## src/rtl/path_planner_bfs.sv

```systemverilog
// path_planner_bfs: BFS shortest-hop planner over a runtime-writable undirected adjacency matrix
// Ports:
//   clk, rst_n                 clock, synchronous active-low reset
//   start, s_node, e_node      plan request (rising edge) with start/end node ids
//   edge_we, edge_a, edge_b,
//   edge_val                   adjacency write (ignored while busy or if an endpoint is out of range)
//   done, busy                 idle/result-valid and planning indicators
//   no_path, path_ovf          unreachable/out-of-range end, or path longer than MAX_PATH nodes
//   path_len, final_path       node count and packed node list (slot k at [k*NODE_W +: NODE_W])
module path_planner_bfs #(
    parameter int N_NODES = 32,
    parameter int NODE_W = 5,
    parameter int MAX_PATH = 10,
    parameter logic [NODE_W-1:0] PAD = NODE_W'(27)
) (
    input  logic                         clk,
    input  logic                         rst_n,
    input  logic                         start,
    input  logic [NODE_W-1:0]            s_node,
    input  logic [NODE_W-1:0]            e_node,
    input  logic                         edge_we,
    input  logic [NODE_W-1:0]            edge_a,
    input  logic [NODE_W-1:0]            edge_b,
    input  logic                         edge_val,
    output logic                         done,
    output logic                         busy,
    output logic                         no_path,
    output logic                         path_ovf,
    output logic [$clog2(MAX_PATH+1)-1:0] path_len,
    output logic [MAX_PATH*NODE_W-1:0]   final_path
);
    localparam int IDX_W = (N_NODES > 1) ? $clog2(N_NODES) : 1;
    localparam int LEN_W = $clog2(MAX_PATH + 1);
    localparam int CNT_W = LEN_W + 1;
    localparam int TB_W = (MAX_PATH > 1) ? $clog2(MAX_PATH) : 1;
    localparam logic [IDX_W-1:0] LAST = IDX_W'(N_NODES - 1);
    localparam logic [NODE_W:0] N_EXT = (NODE_W + 1)'(N_NODES);
    localparam logic [CNT_W-1:0] MAXP = CNT_W'(MAX_PATH);

    typedef enum logic [2:0] {S_IDLE, S_INIT, S_DEQ, S_SCAN, S_TRACE, S_PACK, S_FAIL, S_OVF} state_t;

    state_t                    state_q, state_d;
    logic                      start_q, start_d;
    logic [NODE_W-1:0]         s_q, s_d, e_q, e_d;
    logic [N_NODES-1:0]        adj_q [N_NODES];
    logic [N_NODES-1:0]        adj_d [N_NODES];
    logic [N_NODES-1:0]        visited_q, visited_d;
    logic [IDX_W-1:0]          parent_q [N_NODES];
    logic [IDX_W-1:0]          parent_d [N_NODES];
    logic [IDX_W-1:0]          queue_q [N_NODES];
    logic [IDX_W-1:0]          queue_d [N_NODES];
    logic [IDX_W-1:0]          head_q, head_d, tail_q, tail_d;
    logic [IDX_W-1:0]          u_q, u_d, v_q, v_d, cur_q, cur_d;
    logic [NODE_W-1:0]         tbuf_q [MAX_PATH];
    logic [NODE_W-1:0]         tbuf_d [MAX_PATH];
    logic [CNT_W-1:0]          cnt_q, cnt_d;
    logic                      done_q, done_d, busy_q, busy_d;
    logic                      no_path_q, no_path_d, path_ovf_q, path_ovf_d;
    logic [LEN_W-1:0]          path_len_q, path_len_d;
    logic [MAX_PATH*NODE_W-1:0] final_path_q, final_path_d;

    logic                      start_edge, s_bad, e_bad, wr_ok;
    logic [IDX_W-1:0]          s_idx, e_idx;
    logic [MAX_PATH*NODE_W-1:0] pad_all;

    assign start_edge = start & ~start_q;
    assign s_bad = {1'b0, s_q} >= N_EXT;
    assign e_bad = {1'b0, e_q} >= N_EXT;
    assign s_idx = s_q[IDX_W-1:0];
    assign e_idx = e_q[IDX_W-1:0];
    assign pad_all = {MAX_PATH{PAD}};
    assign wr_ok = edge_we && (state_q == S_IDLE) && ({1'b0, edge_a} < N_EXT) && ({1'b0, edge_b} < N_EXT);

    // Queue pointer advance; the queue can never look falsely empty because
    // each node is enqueued at most once and the start node is popped first.
    function automatic logic [IDX_W-1:0] inc(input logic [IDX_W-1:0] p);
        return (p == LAST) ? '0 : p + 1'b1;
    endfunction

    always_ff @(posedge clk) begin
        if (!rst_n) begin
            state_q      <= S_IDLE;
            start_q      <= 1'b0;
            adj_q        <= '{default: '0};
            done_q       <= 1'b1;
            busy_q       <= 1'b0;
            no_path_q    <= 1'b0;
            path_ovf_q   <= 1'b0;
            path_len_q   <= '0;
            final_path_q <= '0;
        end else begin
            state_q      <= state_d;
            start_q      <= start_d;
            s_q          <= s_d;
            e_q          <= e_d;
            adj_q        <= adj_d;
            visited_q    <= visited_d;
            parent_q     <= parent_d;
            queue_q      <= queue_d;
            head_q       <= head_d;
            tail_q       <= tail_d;
            u_q          <= u_d;
            v_q          <= v_d;
            cur_q        <= cur_d;
            tbuf_q       <= tbuf_d;
            cnt_q        <= cnt_d;
            done_q       <= done_d;
            busy_q       <= busy_d;
            no_path_q    <= no_path_d;
            path_ovf_q   <= path_ovf_d;
            path_len_q   <= path_len_d;
            final_path_q <= final_path_d;
        end
    end

    always_comb begin
        state_d = state_q;
        case (state_q)
            S_IDLE:  state_d = start_edge ? S_INIT : S_IDLE;
            S_INIT:  state_d = (s_bad || e_bad) ? S_FAIL : S_DEQ;
            S_DEQ:   state_d = (head_q == tail_q) ? S_FAIL : (queue_q[head_q] == e_idx) ? S_TRACE : S_SCAN;
            S_SCAN:  state_d = (v_q == LAST) ? S_DEQ : S_SCAN;
            // Overflow wins even on the node that would have closed the path.
            S_TRACE: state_d = (cnt_q + 1'b1 > MAXP) ? S_OVF : (cur_q == s_idx) ? S_PACK : S_TRACE;
            default: state_d = S_IDLE;
        endcase
    end

    always_comb begin
        start_d      = start;
        s_d          = s_q;
        e_d          = e_q;
        adj_d        = adj_q;
        visited_d    = visited_q;
        parent_d     = parent_q;
        queue_d      = queue_q;
        head_d       = head_q;
        tail_d       = tail_q;
        u_d          = u_q;
        v_d          = v_q;
        cur_d        = cur_q;
        tbuf_d       = tbuf_q;
        cnt_d        = cnt_q;
        done_d       = done_q;
        busy_d       = busy_q;
        no_path_d    = no_path_q;
        path_ovf_d   = path_ovf_q;
        path_len_d   = path_len_q;
        final_path_d = final_path_q;
        if (wr_ok) begin
            adj_d[edge_a[IDX_W-1:0]][edge_b[IDX_W-1:0]] = edge_val;
            adj_d[edge_b[IDX_W-1:0]][edge_a[IDX_W-1:0]] = edge_val;
        end
        case (state_q)
            S_IDLE: begin
                if (start_edge) begin
                    s_d    = s_node;
                    e_d    = e_node;
                    done_d = 1'b0;
                    busy_d = 1'b1;
                end
            end
            S_INIT: begin
                visited_d  = '0;
                parent_d   = '{default: '0};
                queue_d    = '{default: '0};
                head_d     = '0;
                tail_d     = '0;
                no_path_d  = 1'b0;
                path_ovf_d = 1'b0;
                if (!(s_bad || e_bad)) begin
                    queue_d[0]        = s_idx;
                    tail_d            = inc('0);
                    visited_d[s_idx]  = 1'b1;
                    parent_d[s_idx]   = s_idx;
                end
            end
            S_DEQ: begin
                if (head_q != tail_q) begin
                    u_d    = queue_q[head_q];
                    head_d = inc(head_q);
                    v_d    = '0;
                    cur_d  = e_idx;
                    cnt_d  = '0;
                end
            end
            S_SCAN: begin
                if (adj_q[u_q][v_q] && !visited_q[v_q]) begin
                    visited_d[v_q]  = 1'b1;
                    parent_d[v_q]   = u_q;
                    queue_d[tail_q] = v_q;
                    tail_d          = inc(tail_q);
                end
                v_d = v_q + 1'b1;
            end
            S_TRACE: begin
                if (cnt_q < MAXP) tbuf_d[cnt_q[TB_W-1:0]] = NODE_W'(cur_q);
                cnt_d = cnt_q + 1'b1;
                cur_d = parent_q[cur_q];
            end
            S_PACK: begin
                // Buffer holds e..s; slot k takes entry cnt-1-k so slot 0 is s.
                for (int k = 0; k < MAX_PATH; k++)
                    final_path_d[k*NODE_W +: NODE_W] = (CNT_W'(k) < cnt_q) ? tbuf_q[TB_W'(cnt_q - CNT_W'(k) - CNT_W'(1))] : PAD;
                path_len_d = cnt_q[LEN_W-1:0];
                done_d     = 1'b1;
                busy_d     = 1'b0;
            end
            S_FAIL: begin
                no_path_d    = 1'b1;
                path_len_d   = '0;
                final_path_d = pad_all;
                done_d       = 1'b1;
                busy_d       = 1'b0;
            end
            S_OVF: begin
                path_ovf_d   = 1'b1;
                path_len_d   = '0;
                final_path_d = pad_all;
                done_d       = 1'b1;
                busy_d       = 1'b0;
            end
            default: ;
        endcase
    end

    assign done       = done_q;
    assign busy       = busy_q;
    assign no_path    = no_path_q;
    assign path_ovf   = path_ovf_q;
    assign path_len   = path_len_q;
    assign final_path = final_path_q;
endmodule

```

## config.mk

```make
export PLATFORM = sky130hd
export DESIGN_NAME = path_planner_bfs
export DESIGN_NICKNAME = d
export VERILOG_FILES = /design/src/rtl/path_planner_bfs.sv
export SDC_FILE = /design/constraint.sdc
export NUM_CORES = 2
export LEC_CHECK = 0
export ABC_CLOCK_PERIOD_IN_PS = 27200
export CORE_MARGIN = 2
export CORE_UTILIZATION = 63
export CTS_CLUSTER_DIAMETER = 50
export DETAILED_ROUTE_END_ITERATION = 10
export GPL_ROUTABILITY_DRIVEN = 0
export PLACE_DENSITY = 0.87
export SLEW_MARGIN = 20
export SYNTH_ARGS = -nofsm -noshare
export SYNTH_HDL_FRONTEND = slang
export SYNTH_SLANG_ARGS = --single-unit
```

## constraint.sdc

```tcl
create_clock -name clk -period 27.2 [get_ports clk]
set_input_delay 5.44 -clock clk [delete_from_list [all_inputs] [get_ports clk]]
set_output_delay 5.44 -clock clk [all_outputs]
set_load 0.01 [all_outputs]
```

==> out/metrics.yaml <==
outcome:
  status: "complete, but fails checks"
  violations: "design-rule violations"
detailed_routing:
  via_per_inst: 7.25
  vias: 61600
  drt_iter0_markers: 10900
  wire_per_inst_um: 27.8
  postRouteAntennaNets: 0
  wl_um: 237000
  route.detailed.drc: 2
  drt_pass1_iterations: 11
timing:
  max_freq_ghz: 0.108
  relSlewSlack_pct: 6.74
  setup_tns_ns: 0
  finalSetupViolCount: 0
  rsz0062_at_grt: "no"
  skew_ns: 0.0386
  hold_violations: 0
  finalCritPeriodShare_pct: 34.1
  final_max_slew_viol_count: 0
  tightest_slew_ns: 1.38
  hold_ws_ns: 0.472
  fin_crit_ns: 9.27
yosys:
  yosysTopAreaCellShare_pct: 29.1
  synth_edf_count: 442
  async_flop_share_pct: 0
  synth.yosys.warnings: 0
  syn_inst: 7177
  syn_nets: 7230
  synth_top_cell_by_area: "dfxtp_1"
  ys_ff_latch: 1528
  ys.flop_type: "dfxtp_1"
  yosysMostFrequentCell: "nor2_1"
  ys_seq_area_share_pct: 46.8
  yosys-top-cells-count: "1413 x nor2_1, 1296 x mux2i_1, 1086 x dfxtp_1, 543 x clkbuf_1, 508 x o22ai_1"
  syn-cell-area_sq_um: 74800
  netlist_top_cells_area: "dfxtp_1 29%, edfxtp_1 18%, mux2i_1 17%"
  syn_area_per_cell_sq_um: 10.4
  synth.distinct_cells: 72
layout:
  final_util_pct: 68.9
  fillers: 7771
  final_cells: 8500
  design_area_sq_um: 81200
  area_growth_pct: 8.55
  fin_nets: 6881
  drive_above_1_share_pct: 11.0
floorplan:
  die_h_um: 349
  die_w_um: 349
  design.core.area_sq_um: 118000
  pin_count: 83
  rows: 126
  die_area_sq_um: 122000
  initial_core_util_pct: 63.4
placed_design:
  placed_area_sq_um: 75800
  io_buffers: 82
  dpl.cell_count: 8200
  dpl.hpwl_um: 140000
global_route:
  grt_pass1_wl_um: 355000
  antenna_found_initial: 6
  top_usage_layer: "met2"
  grt.overflow.total: 0
  grt_max_degree: 255
  grt_use_met2_pct: 55.6
  grtUsageTotal_pct: 37.8
  met1_usage_pct: 47.2
  use_met3_pct: 13.2
  grt_pass1_vias: 59400
power_and_ir_drop:
  ir_drop_v: 0.0000621
  leakagePower_nw: 26.3
  power_density_nw_per_um2: 61.2
worst_setup_path:
  crit_type: "input port to register"
  end_kind: "register"
  timing.rr.end: "queue_q[113]$_SDFFCE_PN0P_"
  worstPathRequired_ns: 27.86
  rrSetupSlack_ns: 19.37
  reg2reg_depth: 14
  startpoint_type: "input port"
  cp.arrival_ns: 9.93
  r2r-start: "u_q[0]$_DFFE_PP_"
  worstPathMaxFanout: 242
clock_network:
  tritoncts: "yes"
  cts_buffer_depth: 3
  cts.root.buffer_cell: "clkbuf_16"
  cts.sinks: 1528
  cts_inserted_buffers: 159
  postCtsHoldBufs: 0
  cts-resized-gates: 0
  cts_setup_buffers: 0
  cts.clk_slew.worst_paths_ns: 0.06
  htreeDepth: 4
  clock_latency_ns: 0.82
min_path:
  hp-start: "done$_SDFFE_PN1P_"
  holdPathStages: 2
  hp-class: "register to register"
  hold-path-endpoint: "done$_SDFFE_PN1P_"
flow_run:
  maxCapViolations: 0
layer usage:
layer  up-vias  share of wire (%)
li1      25500                  -
met1     29600                 34
met2      5176                 43
met3      1342                 15
met4         8                7.7
met5         -              0.049
worst max path at each step:
stage,from,to,slack [ns],depth (start not counted)
after floorplan,rst_n,queue_q[0]$_SDFFCE_PN0P_,6.11,4
after global placement,rst_n,adj_q[693]$_SDFFE_PN0P_,17.48,7
after detailed placement,rst_n,adj_q[680]$_SDFFE_PN0P_,17.45,7
after CTS,rst_n,adj_q[618]$_SDFFE_PN0P_,18.23,7
after global routing,rst_n,adj_q[618]$_SDFFE_PN0P_,17.88,7
final,rst_n,adj_q[618]$_SDFFE_PN0P_,17.93,7
state kept, by name (all words and copies together), names as in the netlist, 32 cells and up:
| register | count |
|---|---|
| adj_q | 1024 |
| final_path | 50 |
| parent_q | 160 |
| queue_q | 160 |
| tbuf_q | 50 |
| visited_q | 32 |
kinds of logic (layout without fill, tap and decap cells):
group / after synthesis / after routing / share of synthesized area (%)
AOI/OAI and AO/OA: 1210 / 1210 / 9.83
xor gates and xnor gates: 34 / 34 / 0.398
adders and majority gates: 28 / 28 / 0.468
buffers and inverters: 722 / 502 / 3.80
DFF: 1528 / 1528 / 46.8
muxes: 1649 / 1649 / 27.8
other: 0 / 7 / 0
and+or+nand+nor: 2006 / 2006 / 10.9
critical path: stages:
cell,delay (ns)
clkdlybuf4s50_1,0.40
buf_4,0.28
inv_8,0.64
buf_12,0.79
buf_4,0.94
buf_4,0.78
nor2_1,0.16
placed cells by master, fill, tap and decap left out, drive strengths merged, types with 11 or more instances in the layout:
cell type,n
mux4,337
a211oi,15
a22o,15
nand2b,25
nor3,46
a22oi,115
clkdlybuf4s50,81
nor2,1413
xor2,17
nor3b,14
a31oi,21
ha,28
nand3,70
buf,112
nor2b,27
clkinv,37
nand4,13
o22ai,508
and2,12
xnor2,17
mux2,15
bufinv,11
and3,21
a21oi,243
inv,27
mux2i,1297
o21ai,227
dfxtp,1086
edfxtp,442
clkbuf,225
nand2,325
cell type report:
| type | instances | area (sq um) | area share, % |
|---|---|---|---|
| antenna | 7 | 17.5 | 0.0216 |
| multi-input combinational | 4927 | 37100 | 45.7 |
| clock buffer | 224 | 4550 | 5.61 |
| tap | 1536 | 1920 | 2.37 |
| inverter | 18 | 75.1 | 0.0925 |
| clock inverter | 66 | 713 | 0.878 |
| sequential | 1528 | 35000 | 43.1 |
| timing repair buffer | 194 | 1760 | 2.16 |
power by group:
| group | total (mW) | internal, mW | switching (mW) |
|---|---|---|---|
| logic | 0.363 | 0.108 | 0.255 |
| registers | 2.38 | 2.36 | 0.0178 |
| clock network | 2.23 | 1.28 | 0.947 |
| total | 4.97 | 3.75 | 1.22 |
through the flow:
stage / worst slack (ns) / total power [mW]
CTS: 18.23 / 4.93
finish: 17.93 / 4.97
global placement: 17.48 / 2.76
global route: 17.88 / 5.05
detailed placement: 17.45 / 2.76
floorplan: 6.11 / 2.67
Note: power is estimated with default switching activity, not from simulation.
